===== src/rtl/cpu_pkg.sv =====
// cpu_pkg: shared datapath constants and divider state encoding.
package cpu_pkg;
  localparam int DATA_W = 32;
  localparam int DIV_ITERS = 32;
  typedef enum logic [1:0] {IDLE, RUN, FIX} div_state_t;
endpackage


===== src/rtl/div_step.sv =====
// div_step: one combinational radix-2 restoring division iteration.
module div_step #(
  parameter int W = 32
) (
  input  logic [W:0]   rem,
  input  logic [W-1:0] quo,
  input  logic [W-1:0] divisor,
  output logic [W:0]   rem_nxt,
  output logic [W-1:0] quo_nxt
);
  logic [W+1:0] sh, trial;
  assign sh = {rem, quo[W-1]};
  assign trial = sh - {2'b00, divisor};
  assign rem_nxt = trial[W+1] ? sh[W:0] : trial[W:0];
  assign quo_nxt = {quo[W-2:0], ~trial[W+1]};
endmodule


===== src/rtl/div_unit.sv =====
// div_unit: multi-cycle signed divider; quotient to LO, remainder to HI.
module div_unit #(
  parameter int DATA_W = cpu_pkg::DATA_W,
  parameter int CNT_W = 6
) (
  input  logic              clock,
  input  logic              reset,
  input  logic              div_start,
  input  logic [DATA_W-1:0] a_in,
  input  logic [DATA_W-1:0] b_in,
  output logic [DATA_W-1:0] hi_out,
  output logic [DATA_W-1:0] lo_out,
  output logic              div_busy,
  output logic              div_done,
  output logic              div_zero
);
  import cpu_pkg::*;
  div_state_t state, state_nxt;
  logic [DATA_W:0] rem, rem_nxt;
  logic [DATA_W-1:0] quo, quo_nxt, divisor, a_mag, b_mag;
  logic [CNT_W-1:0] cnt;
  logic sign_q, sign_r, go, zero, last;
  // Magnitude of the most negative value wraps to itself and is read as unsigned 2^31.
  assign a_mag = a_in[DATA_W-1] ? -a_in : a_in;
  assign b_mag = b_in[DATA_W-1] ? -b_in : b_in;
  assign go = state == IDLE && div_start && b_in != '0;
  assign zero = state == IDLE && div_start && b_in == '0;
  assign last = cnt == CNT_W'(DIV_ITERS - 1);
  assign div_busy = state != IDLE;
  div_step #(.W(DATA_W)) u_step (
    .rem(rem),
    .quo(quo),
    .divisor(divisor),
    .rem_nxt(rem_nxt),
    .quo_nxt(quo_nxt)
  );
  always_comb begin
    state_nxt = state;
    state_nxt = state == IDLE ? (go ? RUN : IDLE) :
                state == RUN  ? (last ? FIX : RUN) : IDLE;
  end
  always_ff @(posedge clock) begin
    if (reset) begin
      state <= IDLE;
      rem <= '0;
      quo <= '0;
      divisor <= '0;
      cnt <= '0;
      sign_q <= 1'b0;
      sign_r <= 1'b0;
      hi_out <= '0;
      lo_out <= '0;
      div_done <= 1'b0;
      div_zero <= 1'b0;
    end else begin
      state <= state_nxt;
      div_done <= state == FIX;
      div_zero <= zero;
      if (go) begin
        quo <= a_mag;
        divisor <= b_mag;
        rem <= '0;
        sign_q <= a_in[DATA_W-1] ^ b_in[DATA_W-1];
        sign_r <= a_in[DATA_W-1];
        cnt <= '0;
      end else if (state == RUN) begin
        rem <= rem_nxt;
        quo <= quo_nxt;
        cnt <= cnt + 1'b1;
      end else if (state == FIX) begin
        lo_out <= sign_q ? -quo : quo;
        hi_out <= sign_r ? -rem[DATA_W-1:0] : rem[DATA_W-1:0];
      end
    end
  end
endmodule


===== config.mk =====
export PLATFORM = sky130hd
export DESIGN_NAME = div_unit
export DESIGN_NICKNAME = d
export VERILOG_FILES = /design/src/rtl/cpu_pkg.sv /design/src/rtl/div_step.sv /design/src/rtl/div_unit.sv
export SDC_FILE = /design/constraint.sdc
export NUM_CORES = 1
export LEC_CHECK = 0
export ABC_AREA = 0
export BUFFER_PORTS_ARGS = -buffer_cell sky130_fd_sc_hd__buf_2
export CAP_MARGIN = 10
export CORE_UTILIZATION = 35
export CTS_BUF_LIST = sky130_fd_sc_hd__clkbuf_4
export DETAILED_ROUTE_END_ITERATION = 16
export MAX_ROUTING_LAYER = met4
export RECOVER_POWER = 100
export REMOVE_ABC_BUFFERS = 1
export SETUP_SLACK_MARGIN = 0.1
export SYNTH_ARGS = -nofsm -noshare
export SYNTH_HDL_FRONTEND = slang
export SYNTH_HIERARCHICAL = 1
export SYNTH_SLANG_ARGS = --single-unit

===== constraint.sdc =====
create_clock -name clock -period 4.3 [get_ports clock]
set_input_delay 0.215 -clock clock [delete_from_list [all_inputs] [get_ports clock]]
set_output_delay 0.215 -clock clock [all_outputs]
set_load 0.1 [all_outputs]

# Word-level counts from Yosys, hierarchy flattened
# Cells that the tools add are included.
# W data, S select, Z words.
[totals]
wordCells = 45
out_inout_bits = 67
regBits = 173
[classes]
n_reduce_logical = 10
n_eq_ne = 3
n_mux = 11
addsub = 6
bitwise = 4
[op_table]
columns = ["op", "count"]
rows = [
  ["$mux W32", 6],
  ["$neg A32 Y32", 4],
  ["$sub A34 B32 Y34", 1],
  ["$mux W33", 1],
  ["$logic_not A32 Y1", 1],
  ["$reduce_bool A32 Y1", 1],
  ["$add A6 B1 Y6 const B", 1],
  ["$eq A6 B5 Y1 const B", 1],
  ["$mux W2", 3],
  ["$reduce_bool A2 Y1", 2],
  ["$logic_and A1 B1 Y1", 3],
  ["$not A1 Y1", 3],
  ["$reduce_and A3 Y1", 1],
  ["$eq A2 B1 Y1 const B", 1],
  ["$eq A2 B2 Y1 const B", 1],
  ["$logic_not A2 Y1", 1],
  ["$reduce_or A2 Y1", 1],
  ["$mux W1", 1],
  ["$xor A1 B1 Y1", 1],
]

# Longest topological paths before layout
# Gate-level depths: netlist (run 1).
[depth]
depth_word = 5
ltp_mapped = 15

# Cells and area by module
# The synthesis (run 1) kept the hierarchy.
[by_module_without_submodules]
columns = ["module", "area_each_um2", "n_inst", "seq_area_each_um2", "cells_per_inst"]
rows = [
  ["div_unit", 8767.2, 1, 3463.3, 1077],
  ["div_step", 2403.6, 1, 0.0, 359],
]

# Least setup slack after synthesis (run 1)
# OpenSTA, ideal clock, no wires.
[synth_timing]
path_type = "register to register"
start = "register rem[7]"
end = "register rem[10]"
synth_period_minus_slack_ps = 3007
required_ps = 4230
t_arrival_ps = 2936
path_stages_with_launch = 14
setup_slack_ps = 1293
cell_sequence = "dfxtp_1 > ha_1 > and3_1 > or3b_1 > a211oi_2 > o31ai_1 > and3_4 > o31a_4 > xor2_4 > clkbuf_1 > nand2_1 > o21ai_0 > nand2_1 > a21oi_1"
[synth_via]
elab_chain_cells = 2
[synth_rtl]
columns = ["element", "line", "source"]
rows = [
  ["from (decl)", "div_unit.sv:19", "logic [DATA_W:0] rem, rem_nxt;"],
  ["from (signal assigned)", "div_unit.sv:67", "rem <= rem_nxt;"],
  ["$sub A34 B32 Y34", "div_step.sv:13", "assign trial = sh - {2'b00, divisor};"],
  ["$mux W33", "div_step.sv:14", "assign rem_nxt = trial[W+1] ? sh[W:0] : trial[W:0];"],
  ["via rem_nxt[10]", "div_unit.sv:19", ""],
]
# The timed path passes the listed nets, and every way through them passes these cells.
# A chain may end at the register's enable or synchronous reset.

# Worst setup path in the final report (run 1)
[layout_timing]
start = "input b_in[6]"
end = "register quo[29]"
[layout_via]
elab_chain_cells = 3
word_cells_on_any_way = 4
cone_classes = "mux: 1; reduce/logical: 3"
[layout_rtl]
columns = ["element", "line", "source"]
rows = [
  ["from (decl)", "div_unit.sv:10", "input logic [DATA_W-1:0] b_in,"],
  ["$reduce_bool A32 Y1 (*)", "div_unit.sv:26", "assign go = state == IDLE && div_start && b_in != '0;"],
  ["$logic_and A1 B1 Y1 (*)", "div_unit.sv:26", ""],
  ["$mux W32 / $reduce_bool A2 Y1 (equally long branches)", "--", ""],
  ["to (signal assigned)", "div_unit.sv:60", "quo <= a_mag;"],
  ["to (signal assigned)", "div_unit.sv:68", "quo <= quo_nxt;"],
  ["to (decl)", "div_unit.sv:20", "logic [DATA_W-1:0] quo, quo_nxt, divisor, a_mag, b_mag;"],
]
# Mark *: on every way between the ends. The rest lies on a longest branch, timed or not.

==> flow_summary.yaml, run 1 <==
status:
  status: "finished with violations"
  failed_checks: "max-capacitance violations, max-slew violations"
critical_path:
  reg2reg_depth: 13
  rr_endpoint: "rem[32]"
  worstSetupStartpointType: "primary input"
  crit_arrival_ps: 4150
  cp-endpoint: "quo[29]"
  reg2reg_setup_slack_ps: 660
  critical_path_class: "primary input to flop"
  critical_path.startpoint: "b_in[6]"
  critPathMaxFanout: 13
  r2r-start: "rem[7]"
  worst_ep_required_time_ps: 4750
  end_kind: "flop"
placed_design:
  dp_cells: 1874
  portBuffers: 133
  post-place-ws_ps: 742
  hpwlAfterDp_um: 22600
  place_area_um2: 11900
  routabilityCongestion: 0.880
synth:
  synth_edf_count: 0
  synth_area_per_cell_um2: 7.78
  synth_flop_cell: "dfxtp_1"
  seq_area_frac_synth_pct: 31.0
  yosysUniqueCellTypes: 72
  yosys_warnings: 6
  synth_seq_cells: 173
  netlist_area_um2: 11200
  async_flop_share_pct: 0
  synthesis.instances: 1436
power:
  share_comb_of_total_power_pct: 22.7
  p_per_area_nw_per_um2: 278
  p_int_mw: 2.28
  power.total_mw: 3.45
  p_seq_share_pct: 50.2
  netSwitchingPower_mw: 1.17
  vdd_drop_max_mv: 0.142
  static-leakage-power_nw: 4.63
  swShare_pct: 34.0
  clkPwrFrac_pct: 27.1
global_routing:
  antenna_found_initial: 1
  grt_pass1_vias: 9604
  grt_pass1_wl_um: 49800
  grt_max_degree: 84
  track_usage_pct: 19.2
  grt_overflow_total: 0
clock_tree:
  clk_pin_slew_ps: 150
  insertion_delay_ps: 600
  cts.path.max_buffers: 2
  cts_resized: 0
  cts_made_buffers: 17
  cts_setup_buffers: 0
  cts_sinks: 173
  cts_tree: "done"
  htree_levels: 4
  cts_hold_buf: 37
  cts_root_buffer: "clkbuf_4"
detailed_routing:
  vias: 10226
  vias_per_cell: 5.25
  drt_iter0_markers: 650
  firstDrtPassIters: 5
  drc: 0
  detail-route-antenna-nets: 0
  totalWireLength_um: 30700
  wire_per_inst_um: 15.8
final_layout:
  areaGrowthSynthToFinish_pct: 11.1
  drive_gt1_share_pct: 8.95
  fillers: 3277
  design_area_um2: 12400
  post-route-util_pct: 39.4
  stdcell_count: 1946
  fin_nets: 1634
  seqCellArea_um2: 3460
  multiInputGateArea_um2: 6920
job:
  cap_violations: 2
sta:
  min_period_ps: 3700
  hold_viol_final: 0
  rsz0062_at_grt: "no"
  setup_ws_ps: 598
  slew_viol_final: 84
  clock_skew_ps: 24.3
  relSlewSlack_pct: -29.8
  min_period_over_period_pct: 86.1
  finalSetupViolCount: 0
  max_freq_mhz: 270
  hold-worst-slack_ps: 25.7
  final.setup.tns_ps: 0
  tightest_slew_ps: 1950
worst_hold_path:
  min_path_type: "primary input to flop"
  min_delay_path_depth: 3
floorplan:
  start_util_pct: 35.5
  ios: 134
  dieArea_um2: 32600
  core-area_um2: 31500
  row_count: 65
  die_w_um: 181
  die_h_um: 181
[critical path: stages]
cell and delay [ps]:
dlygate4sd3_1 540, clkbuf_1 150, nor4_1 1140, nand2_1 130
nor4_1 630, a21o_1 460, clkbuf_1 560, and3_1 270
a211oi_1 50
[synthesized netlist by cell type, drive strengths merged (14+ instances only)]
cell type	count	area, µm²
nand2	208	781
dfxtp	173	3460
nor2	124	465
xor2	91	816
a21oi	90	450
o21ai	87	450
a211oi	81	613
xnor2	59	517
clkbuf	58	219
buf	55	363
inv	52	195
o31ai	41	313
ha	37	463
nor3	37	185
a21o	24	180
o41ai	22	200
or4	18	150
a22oi	16	120
nand4	16	100
nor4	16	121
nand3	15	75.1
or3	14	88.8
[area by class of cell]
| cell class | instances | area share [%] |
|---|---|---|
| diodes | 2 | 0.0403 |
| clock buffers | 18 | 1.09 |
| inverters | 52 | 1.57 |
| multi-input cells | 1098 | 55.7 |
| well taps | 402 | 4.05 |
| flip-flops and latches | 173 | 27.9 |
| repair buffers | 187 | 8.55 |
| clock inverters | 14 | 1.07 |
[power groups by stage]
stage | sequential, mW | clock (mW) | combinational, mW
global placement | 1.76 | 0 | 0.747
global route | 1.74 | 1.03 | 0.870
floorplan | 1.75 | 0 | 0.518
finish | 1.73 | 0.936 | 0.783
detailed placement | 1.76 | 0 | 0.755
CTS | 1.73 | 0.971 | 0.783
[logic make-up after synthesis]
logic type	Yosys count	share of synthesized area [%]
xor+xnor	150	11.9
flops	173	31.0
buf+inv	165	6.96
mux	14	1.32
fa+ha+maj	38	4.32
compound gates	398	23.8
simple gates	498	20.7
[cell usage in the layout (no fill, tap or decap), types with 51 or more instances in the layout]
cell type | netlist | layout
nand2_1 | 208 | 208
inv_1 | 51 | 51
dfxtp_1 | 173 | 173
buf_2 | 11 | 63
clkbuf_1 | 57 | 74
xnor2_1 | 59 | 59
nor2_1 | 124 | 124
xor2_1 | 90 | 90
a21oi_1 | 90 | 89
a211oi_1 | 80 | 80
o21ai_0 | 84 | 84
[sequential cells by signal, indices dropped and copies added, names as in the netlist]
signal / count
cnt: 6
div_done: 1
div_zero: 1
divisor: 32
hi_out: 32
lo_out: 32
quo: 32
rem: 33
sign_q: 1
sign_r: 1
state: 2
[layer usage]
metal	GRT usage, %	wire length, µm	vias up
li1	-	-	5264
met1	26.3	16100	4746
met2	29.5	13400	189
met3	2.45	755	27
met4	5.61	506	0
met5	-	0	-
[how the worst min path moves through the flow]
stage | start | endpoint | slack (ps)
floorplan | reset | divisor[0] | 280
global placement | hi_out[24] | hi_out[24] | 430
detailed placement | hi_out[25] | hi_out[25] | 440
CTS | b_in[7] | divisor[7] | 1
global route | a_in[7] | quo[7] | 3
finish | b_in[7] | divisor[7] | 30
(Power assumes the default switching activity.)
==> inputs of run 2 (changes only) <==
- CTS_CLUSTER_DIAMETER: not set -> 200
- clock period: 4.3 -> 4.6 ns (I/O delays scaled with it)
==> run 2 against run 1 <==
The flow still finishes with violations (max-capacitance violations, max-slew violations). Flip-flop and latch count unchanged. Utilization decreased by 0.087 points. Wire length decreased by 0.87%. Via count decreased by 0.16%. Global-route usage about the same. Final cell count decreased by 0.36%. Clock skew decreased by 4.0 ps. Non-clock buffer count decreased by 6. Sequential power decreased by 6%. Design area decreased by 0.22%.
==> flow_summary.yaml, run 2 (synthesis gave the netlist of run 1 again) <==
critical_path:
  critPathMaxFanout: 40
  crit_arrival_ps: 4310
  worst_ep_required_time_ps: 5110
  worstSetupStartpointType: "flop"
  critical_path_class: "flop to flop"
  end_kind: "flop"
detailed_routing:
  vias_per_cell: 5.27
  firstDrtPassIters: 7
  vias: 10210
  detail-route-antenna-nets: 0
  totalWireLength_um: 30400
  drc: 0
  drt_iter0_markers: 618
  wire_per_inst_um: 15.7
final_layout:
  largest_reg_flops: 33
  fillers: 3296
  design_area_um2: 12400
  areaGrowthSynthToFinish_pct: 10.9
  stdcell_count: 1939
  top_register: "rem"
  fin_nets: 1628
  multiInputGateArea_um2: 6920
  most-common-layout-cells: "nand2_1 (208), dfxtp_1 (173), nor2_1 (124), xor2_1 (90), a21oi_1 (89)"
  final_common_cell: "nand2_1"
  seqCellArea_um2: 3460
  drive_gt1_share_pct: 9.18
global_routing:
  grt_use_met2_pct: 28.7
  use_met3_pct: 2.55
  track_usage_pct: 19.3
  grt_pass1_vias: 9554
  grt_max_degree: 97
  antenna_found_initial: 1
  grt_pass1_wl_um: 49800
  grt_overflow_total: 0
  grt_util_met1_pct: 26.9
  grt_busiest_layer: "met2"
floorplan:
  core-area_um2: 31500
  row_count: 65
  ios: 134
  start_util_pct: 35.5
  die_h_um: 181
  dieArea_um2: 32600
  die_w_um: 181
clock_tree:
  cts.path.max_buffers: 2
  cts_tree: "done"
  insertion_delay_ps: 600
  cts_setup_buffers: 0
  cts_resized: 0
  cts_root_buffer: "clkbuf_4"
  cts_sinks: 173
  cts_hold_buf: 33
  htree_levels: 4
  cts_made_buffers: 17
  clk_pin_slew_ps: 150
sta:
  relSlewSlack_pct: -60.8
  tightest_slew_ps: 2390
  min_period_ps: 3810
  min_period_over_period_pct: 82.7
  max_freq_mhz: 263
  hold_viol_final: 0
  clock_skew_ps: 20.2
  finalSetupViolCount: 0
  rsz0062_at_grt: "no"
  slew_viol_final: 200
  hold-worst-slack_ps: 37.9
placed_design:
  hpwlAfterDp_um: 22300
  dp_cells: 1873
  routabilityCongestion: 0.878
  portBuffers: 133
  place_area_um2: 11900
power:
  p_per_area_nw_per_um2: 264
  vdd_drop_max_mv: 0.115
  static-leakage-power_nw: 4.64
  power.total_mw: 3.27
job:
  cap_violations: 3
status:
  failed_checks: "max-capacitance violations, max-slew violations"
  status: "finished with violations"
worst_hold_path:
  min_path_type: "primary input to flop"
[run 2: layer usage]
layer	wire length (µm)	part of all wire, %
met4	486	1.6
met3	1070	3.5
met5	0	0
met2	13100	43
met1	15700	52
[run 2: layout make-up]
cell class                 instances  area share, %
clock inverter                    15           1.31
sequential                       173           28.0
tap                              402           4.06
antenna                            1         0.0202
multi-input combinational       1098           55.9
clock buffer                      17           1.03
inverter                          52           1.58
timing repair buffer             181           8.19
[run 2: worst paths after layout]
| path | slack, ps | endpoint | startpoint | depth (start not counted) |
|---|---|---|---|---|
| worst max-delay path | 790 | rem[3] | rem[7] | 13 |
| worst min-delay path | 40 | divisor[20] | b_in[20] | 3 |
| worst min register to register | 470 | divisor[31] | divisor[31] | 2 |
| worst max register to register | 790 | rem[3] | rem[7] | 13 |
[run 2: worst max-delay path, cell delays in order (launching register included)]
cell and delay (ps):
dfxtp_1 430, ha_1 440, and3_1 210, or3b_1 360, a211oi_1 490, o31ai_1 110, and3_1 240, o31a_4 310
xor2_4 330, buf_4 410, nand2_1 80, o21ai_0 80, nand2_1 70, a21oi_1 160
[run 2: metrics by stage]
stage                     setup TNS, ps  setup slack (ps)  utilization, %
after floorplan                   -1870              -432               -
final                                 0               795            39.4
after global placement                0              1100            37.8
after detailed placement              0              1040            37.8
after CTS                             0               984            39.8
after global routing                  0               470            39.4
[run 2: power by group]
| group | internal [mW] | switching [mW] |
|---|---|---|
| logic | 0.288 | 0.435 |
| clock network | 0.332 | 0.590 |
| registers | 1.55 | 0.0681 |
